$ cat src/rtl/trap_unit_if.sv
// CSR access bus between the CSR decoder (master) and the trap unit (slave).
interface trap_unit_if;
    logic        rd_en;
    logic        wr_en;
    logic [11:0] addr;
    logic [31:0] wr_data;
    logic [31:0] rd_data;

    modport master (
        output rd_en,
        output wr_en,
        output addr,
        output wr_data,
        input  rd_data
    );

    modport slave (
        input  rd_en,
        input  wr_en,
        input  addr,
        input  wr_data,
        output rd_data
    );
endinterface

$ cat src/rtl/trap_unit.sv
// M-mode trap CSRs (mtvec, mip, mie, mepc, mcause, mtval), trap prioritisation,
// trap target generation and mret return address.
module trap_unit #(
    parameter logic [31:0] MTVEC_RESET = 32'h0000_0000
) (
    input  logic        clk,
    input  logic        rst,
    trap_unit_if.slave  bus,
    input  logic        i_global_mie,
    input  logic        i_inst_valid,
    input  logic [31:0] i_pc,
    input  logic [31:0] i_next_pc,
    input  logic [31:0] i_inst,
    input  logic [31:0] i_fault_addr,
    input  logic        i_exc_inst_mis,
    input  logic        i_exc_illegal,
    input  logic        i_exc_ebreak,
    input  logic        i_exc_ecall,
    input  logic        i_exc_ld_mis,
    input  logic        i_exc_st_mis,
    input  logic        i_mtip,
    input  logic        i_msip,
    input  logic        i_meip_async,
    input  logic        i_mret,
    output logic        o_trap,
    output logic [31:0] o_trap_pc,
    output logic [31:0] o_mret_pc
);
    localparam logic [11:0] ADDR_MIE    = 12'h304;
    localparam logic [11:0] ADDR_MTVEC  = 12'h305;
    localparam logic [11:0] ADDR_MEPC   = 12'h341;
    localparam logic [11:0] ADDR_MCAUSE = 12'h342;
    localparam logic [11:0] ADDR_MTVAL  = 12'h343;
    localparam logic [11:0] ADDR_MIP    = 12'h344;
    localparam logic [31:0] MIE_MASK    = 32'h0000_0888;

    logic [31:0] r_mtvec;
    logic [31:0] r_mie;
    logic [29:0] r_mepc;
    logic [31:0] r_mcause;
    logic [31:0] r_mtval;
    logic        r_meip_sync1;
    logic        r_meip_sync2;

    logic [31:0] w_mip;
    logic [31:0] w_irq_pend;
    logic        w_int_req;
    logic [3:0]  w_int_cause;
    logic        w_exc_req;
    logic [3:0]  w_exc_code;
    logic [31:0] w_exc_tval;
    logic        w_trap;
    logic [31:0] w_base;
    logic        w_wr_mtvec;
    logic        w_wr_mie;
    logic        w_wr_mepc;
    logic        w_wr_mcause;
    logic        w_wr_mtval;

    // next_pc is reserved for a later revision; mret only matters to csr/fetch;
    // mepc keeps only a word-aligned PC.
    logic w_unused_sigs;
    assign w_unused_sigs = ^{i_next_pc, i_mret, i_pc[1:0]};

    assign w_mip      = {20'b0, r_meip_sync2, 3'b0, i_mtip, 3'b0, i_msip, 3'b0};
    assign w_irq_pend = w_mip & r_mie;
    assign w_int_req  = i_inst_valid & i_global_mie & (|w_irq_pend);
    assign w_exc_req  = i_inst_valid & (i_exc_inst_mis | i_exc_illegal | i_exc_ebreak |
                                        i_exc_ecall | i_exc_ld_mis | i_exc_st_mis);
    // Reset drops any trap that would otherwise be taken this cycle.
    assign w_trap     = ~rst & (w_int_req | w_exc_req);
    assign w_base     = {r_mtvec[31:2], 2'b00};

    assign w_wr_mtvec  = bus.wr_en && (bus.addr == ADDR_MTVEC);
    assign w_wr_mie    = bus.wr_en && (bus.addr == ADDR_MIE);
    assign w_wr_mepc   = bus.wr_en && (bus.addr == ADDR_MEPC);
    assign w_wr_mcause = bus.wr_en && (bus.addr == ADDR_MCAUSE);
    assign w_wr_mtval  = bus.wr_en && (bus.addr == ADDR_MTVAL);

    // Interrupt cause: external beats software beats timer.
    always_comb begin
        w_int_cause = 4'd7;
        if (w_irq_pend[11])
            w_int_cause = 4'd11;
        else if (w_irq_pend[3])
            w_int_cause = 4'd3;
    end

    // Exception code and trap value, highest priority first.
    always_comb begin
        w_exc_code = 4'd6;
        w_exc_tval = i_fault_addr;
        if (i_exc_inst_mis) begin
            w_exc_code = 4'd0;
            w_exc_tval = i_fault_addr;
        end else if (i_exc_illegal) begin
            w_exc_code = 4'd2;
            w_exc_tval = i_inst;
        end else if (i_exc_ebreak) begin
            w_exc_code = 4'd3;
            w_exc_tval = i_pc;
        end else if (i_exc_ecall) begin
            w_exc_code = 4'd11;
            w_exc_tval = 32'h0;
        end else if (i_exc_ld_mis) begin
            w_exc_code = 4'd4;
            w_exc_tval = i_fault_addr;
        end
    end

    // Redirect target: vectored only for interrupts in MODE=1.
    always_comb begin
        o_trap    = w_trap;
        o_trap_pc = 32'h0;
        if (w_trap) begin
            if (w_int_req && (r_mtvec[1:0] == 2'b01))
                o_trap_pc = w_base + {26'b0, w_int_cause, 2'b00};
            else
                o_trap_pc = w_base;
        end
    end

    assign o_mret_pc = {r_mepc, 2'b00};

    // CSR read mux; unmapped addresses and idle cycles read zero.
    always_comb begin
        bus.rd_data = 32'h0;
        if (bus.rd_en) begin
            case (bus.addr)
                ADDR_MTVEC:  bus.rd_data = r_mtvec;
                ADDR_MIP:    bus.rd_data = w_mip;
                ADDR_MIE:    bus.rd_data = r_mie;
                ADDR_MEPC:   bus.rd_data = {r_mepc, 2'b00};
                ADDR_MCAUSE: bus.rd_data = r_mcause;
                ADDR_MTVAL:  bus.rd_data = r_mtval;
                default:     bus.rd_data = 32'h0;
            endcase
        end
    end

    // Two-flop synchroniser for the asynchronous external interrupt.
    always_ff @(posedge clk) begin
        if (rst) begin
            r_meip_sync1 <= 1'b0;
            r_meip_sync2 <= 1'b0;
        end else begin
            r_meip_sync1 <= i_meip_async;
            r_meip_sync2 <= r_meip_sync1;
        end
    end

    // mtvec/mie take software writes regardless of a trap; reserved MODE values are rejected.
    always_ff @(posedge clk) begin
        if (rst) begin
            r_mtvec <= MTVEC_RESET;
            r_mie   <= 32'h0;
        end else begin
            if (w_wr_mtvec) begin
                r_mtvec[31:2] <= bus.wr_data[31:2];
                if (bus.wr_data[1:0] <= 2'b01)
                    r_mtvec[1:0] <= bus.wr_data[1:0];
            end
            if (w_wr_mie)
                r_mie <= bus.wr_data & MIE_MASK;
        end
    end

    // Trap state capture; a trap overrides a same-cycle software write.
    always_ff @(posedge clk) begin
        if (rst) begin
            r_mepc   <= 30'h0;
            r_mcause <= 32'h0;
            r_mtval  <= 32'h0;
        end else if (w_trap) begin
            r_mepc <= i_pc[31:2];
            if (w_int_req) begin
                r_mcause <= {1'b1, 27'b0, w_int_cause};
            end else begin
                r_mcause <= {28'b0, w_exc_code};
                r_mtval  <= w_exc_tval;
            end
        end else begin
            if (w_wr_mepc)
                r_mepc <= bus.wr_data[31:2];
            if (w_wr_mcause)
                r_mcause <= bus.wr_data;
            if (w_wr_mtval)
                r_mtval <= bus.wr_data;
        end
    end
endmodule

$ cat src/flat_wrapper.sv
// flat-port wrapper written by rule: the top's interface ports become plain ports
module trap_unit_flat 
#(
    parameter logic [31:0] MTVEC_RESET = 32'h0000_0000
)
  (clk, rst, i_global_mie, i_inst_valid, i_pc, i_next_pc, i_inst, i_fault_addr, i_exc_inst_mis, i_exc_illegal, i_exc_ebreak, i_exc_ecall, i_exc_ld_mis, i_exc_st_mis, i_mtip, i_msip, i_meip_async, i_mret, o_trap, o_trap_pc, o_mret_pc, bus_rd_en, bus_wr_en, bus_addr, bus_wr_data, bus_rd_data);
  trap_unit_if bus_i ();
  input  logic clk;
  input  logic rst;
  input  logic i_global_mie;
  input  logic i_inst_valid;
  input  logic [31:0] i_pc;
  input  logic [31:0] i_next_pc;
  input  logic [31:0] i_inst;
  input  logic [31:0] i_fault_addr;
  input  logic i_exc_inst_mis;
  input  logic i_exc_illegal;
  input  logic i_exc_ebreak;
  input  logic i_exc_ecall;
  input  logic i_exc_ld_mis;
  input  logic i_exc_st_mis;
  input  logic i_mtip;
  input  logic i_msip;
  input  logic i_meip_async;
  input  logic i_mret;
  output logic o_trap;
  output logic [31:0] o_trap_pc;
  output logic [31:0] o_mret_pc;
  input wire logic [$bits(bus_i.rd_en)-1:0] bus_rd_en;
  input wire logic [$bits(bus_i.wr_en)-1:0] bus_wr_en;
  input wire logic [$bits(bus_i.addr)-1:0] bus_addr;
  input wire logic [$bits(bus_i.wr_data)-1:0] bus_wr_data;
  output wire logic [$bits(bus_i.rd_data)-1:0] bus_rd_data;
  assign bus_i.rd_en = bus_rd_en;
  assign bus_i.wr_en = bus_wr_en;
  assign bus_i.addr = bus_addr;
  assign bus_i.wr_data = bus_wr_data;
  assign bus_rd_data = bus_i.rd_data;
  trap_unit #(.MTVEC_RESET(MTVEC_RESET)) u_core (.clk(clk), .rst(rst), .bus(bus_i), .i_global_mie(i_global_mie), .i_inst_valid(i_inst_valid), .i_pc(i_pc), .i_next_pc(i_next_pc), .i_inst(i_inst), .i_fault_addr(i_fault_addr), .i_exc_inst_mis(i_exc_inst_mis), .i_exc_illegal(i_exc_illegal), .i_exc_ebreak(i_exc_ebreak), .i_exc_ecall(i_exc_ecall), .i_exc_ld_mis(i_exc_ld_mis), .i_exc_st_mis(i_exc_st_mis), .i_mtip(i_mtip), .i_msip(i_msip), .i_meip_async(i_meip_async), .i_mret(i_mret), .o_trap(o_trap), .o_trap_pc(o_trap_pc), .o_mret_pc(o_mret_pc));
endmodule
$ cat config.mk
export PLATFORM = sky130hd
export DESIGN_NAME = trap_unit_flat
export DESIGN_NICKNAME = d
export VERILOG_FILES = /design/src/rtl/trap_unit_if.sv /design/src/rtl/trap_unit.sv /design/src/flat_wrapper.sv
export SDC_FILE = /design/constraint.sdc
export NUM_CORES = 1
export LEC_CHECK = 0
export ABC_CLOCK_PERIOD_IN_PS = 3750
export CORE_ASPECT_RATIO = 0.6
export CORE_UTILIZATION = 35
export CTS_CLUSTER_SIZE = 30
export DETAILED_ROUTE_END_ITERATION = 8
export PLACE_DENSITY = 0.66
export SLEW_MARGIN = 20
export SYNTH_ARGS = -nofsm -noshare
export SYNTH_HDL_FRONTEND = slang
export SYNTH_SLANG_ARGS = --single-unit
$ cat constraint.sdc
create_clock -name clk -period 3.75 [get_ports clk]
set_clock_uncertainty 0.05 [all_clocks]
set_input_delay 0.75 -clock clk [delete_from_list [all_inputs] [get_ports clk]]
set_output_delay 0.75 -clock clk [all_outputs]
set_load 0.01 [all_outputs]
Word-level counts from Yosys, hierarchy flattened
Cells that the tools add are included.
{"block": "op_classes", "n_lt_le_gt_ge": 1, "mux": 23, "n_bitwise": 12, "add_sub_neg": 1, "eq_ne": 8, "reduce_logical": 12}
{"op": "32-bit two-way mux", "count": 13}
{"op": "32-bit case mux with 6 select lines", "count": 1}
{"op": "12-bit by 10-bit == test with 1-bit output, second input constant", "count": 6}
{"op": "30-bit two-way mux", "count": 2}
{"op": "32-bit by 6-bit adder with 32-bit output", "count": 1}
{"op": "32-bit OR reduction", "count": 1}
{"op": "4-bit two-way mux", "count": 5}
{"op": "12-bit AND", "count": 1}
{"op": "1-bit logical AND", "count": 6}
{"op": "1-bit bitwise OR", "count": 6}
{"op": "2-bit nonzero test", "count": 3}
{"op": "1-bit AND", "count": 4}
{"op": "2-bit AND reduction", "count": 2}
{"op": "3-bit two-way mux", "count": 1}
{"op": "2-bit by 1-bit == test with 1-bit output, second input constant", "count": 1}
{"op": "2-bit by 1-bit <= comparator with 1-bit output, second input constant", "count": 1}
{"op": "2-bit two-way mux", "count": 1}
{"op": "2-bit inequality test, second input constant", "count": 1}
{"op": "1-bit NOT", "count": 1}
{"block": "word_totals", "out_inout_bits": 97, "register_bits": 131, "word_cells": 65}

Logic depth before layout (Yosys ltp)
Gate-level depths: netlist of run 1.
{"block": "logic_depth", "ltp_word": 10, "depth_mapped": 9}

Least setup slack after synthesis of run 1
Ideal clock, no wire load.
{"block": "synth_timing", "path_type": "in2out", "start": "in bus_addr[3]", "end": "out bus_rd_data[11]", "arrival_ns": 2.494, "n_path_buf": 2, "required_time_ns": 2.950, "slack_ns": 0.456, "path_stages": 6, "path_cell_list": "or4_1 buf_4 nor4_4 clkbuf_1 a22oi_1 a21boi_0"}
{"block": "synth_between", "elab_chain_len": 3}
{"item": "start, declared", "line": "flat_wrapper.sv:31", "rtl": "input wire logic [$bits(bus_i.addr)-1:0] bus_addr;"}
{"item": "12-bit by 10-bit == test with 1-bit output", "line": "trap_unit.sv:129", "rtl": "case (bus.addr)"}
{"item": "32-bit case mux with 6 select lines *", "line": "trap_unit.sv:129"}
{"item": "32-bit two-way mux *", "line": "trap_unit.sv:128", "rtl": "if (bus.rd_en) begin"}
{"item": "end, declared", "line": "flat_wrapper.sv:33", "rtl": "output wire logic [$bits(bus_i.rd_data)-1:0] bus_rd_data;"}
Every way passes the cells marked *; elsewhere a longest branch is shown, timed or not.

Worst setup path after layout of run 1
{"block": "layout_timing", "start": "in bus_addr[7]", "end": "out bus_rd_data[29]"}
Same word-level chain as after synthesis.

==> impl_summary.log, run 1 <==
[metrics] post-detailed-route via-to-cell ratio: around 5.9
[metrics] maximum number of pins on one net before global-route repair: 66
[metrics] DRC Markers: 0
[metrics] initial core utilization: 0.364
[metrics] area growth from synthesis to final layout: 55.0%
[metrics] Final Slew Violations: 0
[metrics] outcome: complete, no violations
[metrics] cell row count: 40
[metrics] Highest Clock Rate: roughly 0.27 GHz
[metrics] launch point of the worst reg-to-reg path: u_core.r_meip_sync2
[metrics] worst r2r path cells: 8
[metrics] Cells after Synth: between 900 and 1000
[metrics] # diodes: 0
[metrics] biggest fanout along the worst timing path: 8
[metrics] cell total after placement: 1469
[metrics] root buf cell: clkbuf_16
[metrics] flip-flop and latch area: roughly 2600 sq um
[metrics] Final Hold Slack: a little over 0.4 ns
[metrics] IR drop worst, VDD: around 330 uV
[metrics] number of buffers inserted during clock tree synthesis: 17
[metrics] Post-synth EDFFs: 0
[metrics] final critical-path required period: 3.70 ns
[metrics] Setup violations, final: 0
[metrics] Gate power share: 0.137
[metrics] total cell area at the placement stage: about 11000 sq um
[metrics] Hold Vio Cnt, Final: 0
[metrics] final cell count without fillers: ~1500
[metrics] final setup slack of the worst path: a little over 0.05 ns
[metrics] startpoint-to-endpoint class of the critical path: primary input to output port
[metrics] cells along the critical path: dlygate4sd2_1, or4_4, buf_12, nor4_4, buf_4, buf_4, a22oi_1, a21oi_2, dlygate4sd2_1
[metrics] First-pass DRT Iterations: 9
[metrics] area of the multi-input gates: 4510 sq um
[metrics] Die Height: around 110 um
[metrics] maximum buffer depth of the clock tree: 2
[metrics] global placement routability congestion: 0.871
[metrics] post-detailed-route wirelength per cell: roughly 22 um
[metrics] Hold Crit Class: flop to flop
[metrics] final routed wirelength across all metal layers: approximately 33000 um
[metrics] dominant cells by area after synthesis: dfxtp_1 (35%), nand2_1 (9.2%), a21oi_1 (6.3%), a22oi_1 (6.1%), a222oi_1 (4.7%)
[metrics] MaxCap Viol Count: 0
[metrics] worst-case hold path end point: u_core.r_meip_sync2
[metrics] area share of the largest cell type after synthesis: 0.354
[metrics] internal power: around 2.7 mW
[metrics] post-detailed-placement half-perimeter wirelength: 21700 um
[metrics] post-cts hold buffer count: 0
[metrics] reported net switching power: 0.979 mW
[metrics] global routing usage summed across all routing layers: 0.296
[metrics] clock sink count: 131
[metrics] initial antenna violation count: 0
[metrics] worst skew pair latency: between 0.4 and 0.5 ns
[metrics] most common flop cell mapped by yosys: dfxtp_1
[metrics] mean instance size in the synthesized netlist: between 7 and 8 sq um
[metrics] leakage power figure: roughly 4.5 nW
[metrics] FF-to-FF End: u_core.r_mtval[1]
[metrics] Detailed Route Iter0 Violations: 1184
[metrics] total I/O pin count: around 290
[metrics] number of H-tree branching levels: 4
[metrics] period utilisation layout: 0.986
[metrics] core box area: between 20000 and 25000 sq um
[metrics] register area share after synthesis: 0.354
[metrics] leading area contributor after synthesis: dfxtp_1
[metrics] library cells used by synthesis: between 40 and 50
[metrics] Ys Warns: 0
[metrics] cell with the largest stage delay on the worst path: or4_4
[metrics] final antenna-violating net count: 0
[metrics] number of inserted filler cells in the final layout: 1835
[metrics] Layout Nets: roughly 1400
[metrics] largest stage delay on the critical path: slightly below 0.6 ns
[metrics] via count: 8990
[metrics] clock power share: 0.467
[metrics] register-to-register setup slack: ~1.3 ns
[metrics] total of buffers placed on input and output ports: between 200 and 250
[metrics] Die W: 190 um
[metrics] Worst setup EP type: output port
[metrics] unrepaired setup endpoints after global routing: false
[metrics] via count of the first global-routing pass: between 8000 and 9000
[metrics] Worst Path Arrival: just under 3 ns
[metrics] cell depth of the worst hold path: 1
[metrics] Startpoint Class: primary input
[metrics] post-synth design cell area: around 7400 sq um
[metrics] DIE AREA: 21800 sq um
[metrics] fraction of final layout cells sized beyond drive strength 1: 0.171
[metrics] Power Total: approximately 3.7 mW
[metrics] data required time at the worst endpoint: between 2 and 3 ns
[metrics] most instantiated cells after synthesis: nand2_1 (182), dfxtp_1 (131), a21oi_1 (94)
[metrics] first-pass GRT wire length: 49600 um
[metrics] PD cells: roughly 320 nW/um^2
[metrics] relative max-transition margin: 0.422
[metrics] hold path startpoint: u_core.r_meip_sync1
[metrics] pre-CTS setup slack: -0.507 ns
[metrics] CTS tree: done
[metrics] sequential share of power: 0.396
[metrics] switching power as a share of total power: 0.265
[metrics] total congestion overflow: 0
[metrics] most used standard cell by instance count after synthesis: nand2_1
[metrics] final std cell area, no fill: about 12000 sq um
[metrics] proportion of synthesized flip-flops having asynchronous set or reset: 0
[metrics] clk slew on worst S/H paths: ~0.07 ns
[metrics] Worst Max-Slew Pin Slew: around 0.87 ns
[metrics] register bit total from synthesis: about 130
## cell type report
class                      instances  area share
multi-input combinational        727       0.392
timing repair buffer             354       0.294
sequential                       131       0.228
clock buffer                      18      0.0373
tap                              273      0.0297
clock inverter                    14      0.0145
inverter                          11     0.00359
## through the flow
stage	setup TNS [ns]	utilization
after floorplan	0	-
after global placement	-19.07	0.519
after detailed placement	-20.13	0.519
after CTS	0	0.561
after global routing	0	0.565
final	0	0.565
## how the worst max path moves through the flow
stage,from,endpoint,cells after the start
6_report,bus_addr[7],bus_rd_data[29],9
5_1_grt,i_mtip,o_trap_pc[25],10
4_1_cts,bus_addr[7],bus_rd_data[24],10
3_5_place_dp,i_msip,o_trap_pc[18],11
3_3_place_gp,i_msip,o_trap_pc[18],11
2_1_floorplan,bus_addr[3],bus_rd_data[11],6
## layout by cell type (no fill, tap or decap), drive strengths merged, types with 9 or more instances in the layout
| cell type | n |
|---|---|
| a211o | 32 |
| a21oi | 94 |
| a222oi | 35 |
| a22oi | 60 |
| a311oi | 23 |
| and3 | 38 |
| buf | 128 |
| clkbuf | 34 |
| clkdlybuf4s50 | 178 |
| dfxtp | 131 |
| dlygate4sd2 | 23 |
| inv | 19 |
| mux2i | 19 |
| nand2 | 182 |
| nand3 | 11 |
| nand4 | 22 |
| nor2 | 64 |
| nor3 | 38 |
| nor4 | 9 |
| o21ai | 18 |
| xor2 | 21 |
## registers in the layout, indices dropped and copies added (netlist names)
signal,flops
u_core.r_mtvec,32
u_core.r_mcause,32
u_core.r_mepc,30
u_core.r_meip_sync2,1
u_core.r_meip_sync1,1
u_core.r_mie,3
u_core.r_mtval,32
## repair_timing
action / CTS / global route
resized for setup: 166 / 48
pin swaps: 18 / 10
gates cloned: 4 / 4
endpoints found under the setup margin: 63 / 57
setup buffers: 17 / 3
## worst max-delay path, delay by kind of cell
kind / cells / cell delay [ns]
AOI/OAI and AO/OA: 2 / 0.28
buffers and inverters: 5 / 1.04
and+or+nand+nor: 2 / 0.83
## kinds of logic after synthesis
logic type               after synthesis  share of synthesized area
AO/OA/AOI/OAI                        274                      0.261
XOR/XNOR                              28                     0.0331
adder cells (fa/ha/maj)                3                    0.00506
buffers and inverters                110                     0.0622
flip-flops                           131                      0.354
multiplexers                          19                     0.0256
other                                  1                   0.000506
AND/OR/NAND/NOR                      399                      0.259
## power by group through the flow
stage	Sequential (mW)	Clock, mW	Combinational (mW)
3_3_place_gp	1.49	0	0.482
3_5_place_dp	1.49	0	0.487
2_1_floorplan	1.49	0	0.161
4_1_cts	1.46	1.73	0.496
5_1_grt	1.47	1.79	0.537
6_report	1.46	1.72	0.505
## metal layers
layer	wire, um	GRT usage
met1	15500	0.437
met2	13700	0.432
met3	3340	0.0638
met4	497	0.0780
met5	0	0
No activity file was read; power rests on OpenSTA's default activity.
==> inputs of run 2 (changes only) <==
--- a/config.mk
+++ b/config.mk
@@ -5,9 +5,10 @@
 export SDC_FILE = /design/constraint.sdc
 export NUM_CORES = 1
 export LEC_CHECK = 0
-export ABC_CLOCK_PERIOD_IN_PS = 3750
+export ABC_CLOCK_PERIOD_IN_PS = 3550
 export CORE_ASPECT_RATIO = 0.6
 export CORE_UTILIZATION = 35
+export CTS_BUF_LIST = sky130_fd_sc_hd__clkbuf_8 sky130_fd_sc_hd__clkbuf_16
 export CTS_CLUSTER_SIZE = 30
 export DETAILED_ROUTE_END_ITERATION = 8
 export PLACE_DENSITY = 0.66
==> constraint.sdc (replaced) <==
create_clock -name clk -period 3.55 [get_ports clk]
set_clock_uncertainty 0.05 [all_clocks]
set_input_delay 0.71 -clock clk [delete_from_list [all_inputs] [get_ports clk]]
set_output_delay 0.71 -clock clk [all_outputs]
set_load 0.01 [all_outputs]
==> run 2 against run 1 <==
  * Register-to-register slack got worse by 0.35 ns
  * Clock power increased by 7%
  * Combinational power increased by 6.7%
  * Setup slack got worse by 0.040 ns
  * Global-route usage about the same
  * Sequential cell count unchanged
==> impl_summary.log, run 2 (same netlist as run 1, synthesis figures left out) <==
[metrics] worst skew pair latency: 0.41 ns (about the same)
[metrics] number of H-tree branching levels: 4 (unchanged)
[metrics] largest registers: u_core.r_mcause x32, u_core.r_mtval x32, u_core.r_mtvec x32
[metrics] pre-CTS setup slack: -0.584 ns (-0.0761 ns)
[metrics] Hold Crit Class: flop to flop
[metrics] Gate power share: 0.137 (about the same)
[metrics] switching power as a share of total power: 0.255 (-0.0105)
[metrics] global routing usage summed across all routing layers: 0.297 (about the same)
[metrics] DIE AREA: 21800 sq um (unchanged)
[metrics] cell with the largest stage delay on the worst path: or4_1
[metrics] largest stage delay on the critical path: 0.48 ns (-0.10 ns)
[metrics] number of inserted filler cells in the final layout: 1841 (+0.33%)
[metrics] total cell area at the placement stage: 10700 sq um (+0.85%)
[metrics] PD cells: 334 nW/um^2 (+4.0%)
[metrics] cell repeated most along the worst path: buf_6
[metrics] leakage power figure: 4.58 nW (+1.9%)
[metrics] Die Height: 115 um (unchanged)
[metrics] Detailed Route Iter0 Violations: 1038 (-12%)
[metrics] final setup slack of the worst path: 0.0109 ns (-0.0401 ns)
[metrics] Setup violations, final: 0 (unchanged)
[metrics] Worst setup EP type: output port
[metrics] clk slew on worst S/H paths: 0.06 ns (about the same)
[metrics] initial antenna violation count: 1 (+1)
[metrics] total congestion overflow: 0 (unchanged)
[metrics] final antenna-violating net count: 0 (unchanged)
[metrics] maximum buffer depth of the clock tree: 2 (unchanged)
[metrics] Hold Vio Cnt, Final: 0 (unchanged)
[metrics] First-pass DRT Iterations: 8 (-1)
[metrics] number of buffers inserted during clock tree synthesis: 17 (unchanged)
[metrics] reported net switching power: 0.999 mW (+2.1%)
[metrics] outcome: complete, no violations
[metrics] Worst Path Arrival: 2.78 ns (-0.12 ns)
[metrics] fraction of final layout cells sized beyond drive strength 1: 0.194 (+0.0235)
[metrics] Die W: 190 um (unchanged)
[metrics] Final Slew Violations: 0 (unchanged)
[metrics] via count of the first global-routing pass: 8489 (+0.58%)
[metrics] final routed wirelength across all metal layers: 33900 um (+2.5%)
[metrics] cell total after placement: 1471 (+0.14%)
[metrics] relative max-transition margin: 0.437 (+0.0151)
[metrics] MaxCap Viol Count: 0 (unchanged)
[metrics] post-detailed-placement half-perimeter wirelength: 21800 um (+0.56%)
[metrics] Layout Nets: 1441 (+0.56%)
[metrics] clock power share: 0.468 (about the same)
[metrics] biggest fanout along the worst timing path: 8 (unchanged)
[metrics] clock sink count: 131 (unchanged)
[metrics] Power Total: 3.92 mW (+6.3%)
[metrics] CTS tree: done
[metrics] Worst Max-Slew Pin Slew: 0.844 ns (-0.0226 ns)
[metrics] sequential share of power: 0.394 (-0.002)
[metrics] internal power: 2.92 mW (+7.8%)
[metrics] Final Hold Slack: 0.389 ns (-0.0156 ns)
[metrics] final critical-path required period: 3.54 ns
[metrics] period utilisation layout: 0.997
[metrics] root buf cell: clkbuf_16
[metrics] post-detailed-route wirelength per cell: 22.1 um (+2.0%)
[metrics] maximum number of pins on one net before global-route repair: 66 (unchanged)
[metrics] global placement routability congestion: 0.876 (+0.62%)
[metrics] cell row count: 40 (unchanged)
[metrics] data required time at the worst endpoint: 2.79 ns (-0.16 ns)
[metrics] total I/O pin count: 285 (unchanged)
[metrics] final cell count without fillers: 1536 (+0.52%)
[metrics] post-detailed-route via-to-cell ratio: 5.90 (+0.20%)
[metrics] top library cells by usage in the layout, fill and taps aside: nand2_1 (181), clkdlybuf4s50_1 (173), dfxtp_1 (131), a21oi_1 (84), buf_4 (76)
[metrics] final std cell area, no fill: 11800 sq um (+2.2%)
[metrics] DRC Markers: 0 (unchanged)
[metrics] startpoint-to-endpoint class of the critical path: primary input to output port
[metrics] area growth from synthesis to final layout: 58.4%
[metrics] first-pass GRT wire length: 49600 um (about the same)
[metrics] cells along the critical path: clkdlybuf4s15_1, or4_1, buf_6, buf_12, nor4_4, buf_6, clkbuf_16, a22oi_1, a21oi_1, buf_2
[metrics] core box area: 20400 sq um (unchanged)
[metrics] via count: 9055 (+0.72%)
[metrics] Highest Clock Rate: 0.283 GHz
[metrics] # diodes: 0 (unchanged)
[metrics] leading cell type in the layout, fill and taps excluded: nand2_1
[metrics] final core utilization: 0.577 (+0.0124)
[metrics] post-cts hold buffer count: 0 (unchanged)
[metrics] Startpoint Class: primary input
[metrics] initial core utilization: 0.364 (unchanged)
[metrics] setup total negative slack: 0 ns (unchanged)
[metrics] IR drop worst, VDD: 339 uV (+2.6%)
[metrics] unrepaired setup endpoints after global routing: true
[metrics] total of buffers placed on input and output ports: 247 (unchanged)
[run 2: changes by cell type in the layout (fill, tap and decap cells not counted), moves of 5 or more]
cell             change
a22oi_1              -7
buf_4                -5
buf_12               +5
dlygate4sd2_1       -19
buf_2               +16
clkdlybuf4s50_1      -5
a22oi_2              +7
[run 2: path summary, 6_finish.rpt]
| kind | startpoint | end | slack (ns) | depth (start not counted) |
|---|---|---|---|---|
| worst max register to register | u_core.r_meip_sync2 | u_core.r_mtval[10] | 0.98 | 11 |
| worst min register to register | u_core.r_meip_sync1 | u_core.r_meip_sync2 | 0.39 | 1 |
| worst max-delay path | bus_addr[3] | bus_rd_data[27] | 0.01 | 10 |
| worst min-delay path | u_core.r_meip_sync1 | u_core.r_meip_sync2 | 0.39 | 1 |
[run 2: layout make-up]
cell class,count,area (sq um),area share
multi-input combinational,727,4560,0.388
tap,273,342,0.0291
clock buffer,17,425,0.0362
inverter,11,41.3,0.00351
timing repair buffer,362,3580,0.305
sequential,131,2620,0.223
clock inverter,15,183,0.0155
[run 2: what timing repair did]
item,4_1_cts,5_1_grt
buffers inserted,15,7
setup endpoints to repair,63,60
cloned,6,5
pin swaps,26,25
resized for setup,237,48
endpoints found under the hold margin,0,0
[run 2: metal layers]
metal,vias up,share of wire,global-route usage
li1,4130,-,-
met1,4312,0.45,0.434
met2,574,0.42,0.443
met3,37,0.12,0.0589
met4,2,0.013,0.0737
met5,-,0.00029,0
[run 2: power by group through the flow]
| stage | clock network [mW] | logic, mW | registers, mW |
|---|---|---|---|
| global route | 1.92 | 0.571 | 1.55 |
| global placement | 0 | 0.515 | 1.58 |
| detailed placement | 0 | 0.520 | 1.58 |
| floorplan | 0 | 0.170 | 1.58 |
| CTS | 1.85 | 0.528 | 1.54 |
| finish | 1.84 | 0.539 | 1.55 |
[run 2: critical path, delay by kind of cell]
kind,cells,cell delay (ns)
buffers and inverters,6,1.00
and+or+nand+nor,2,0.81
AOI/OAI and AO/OA,2,0.25
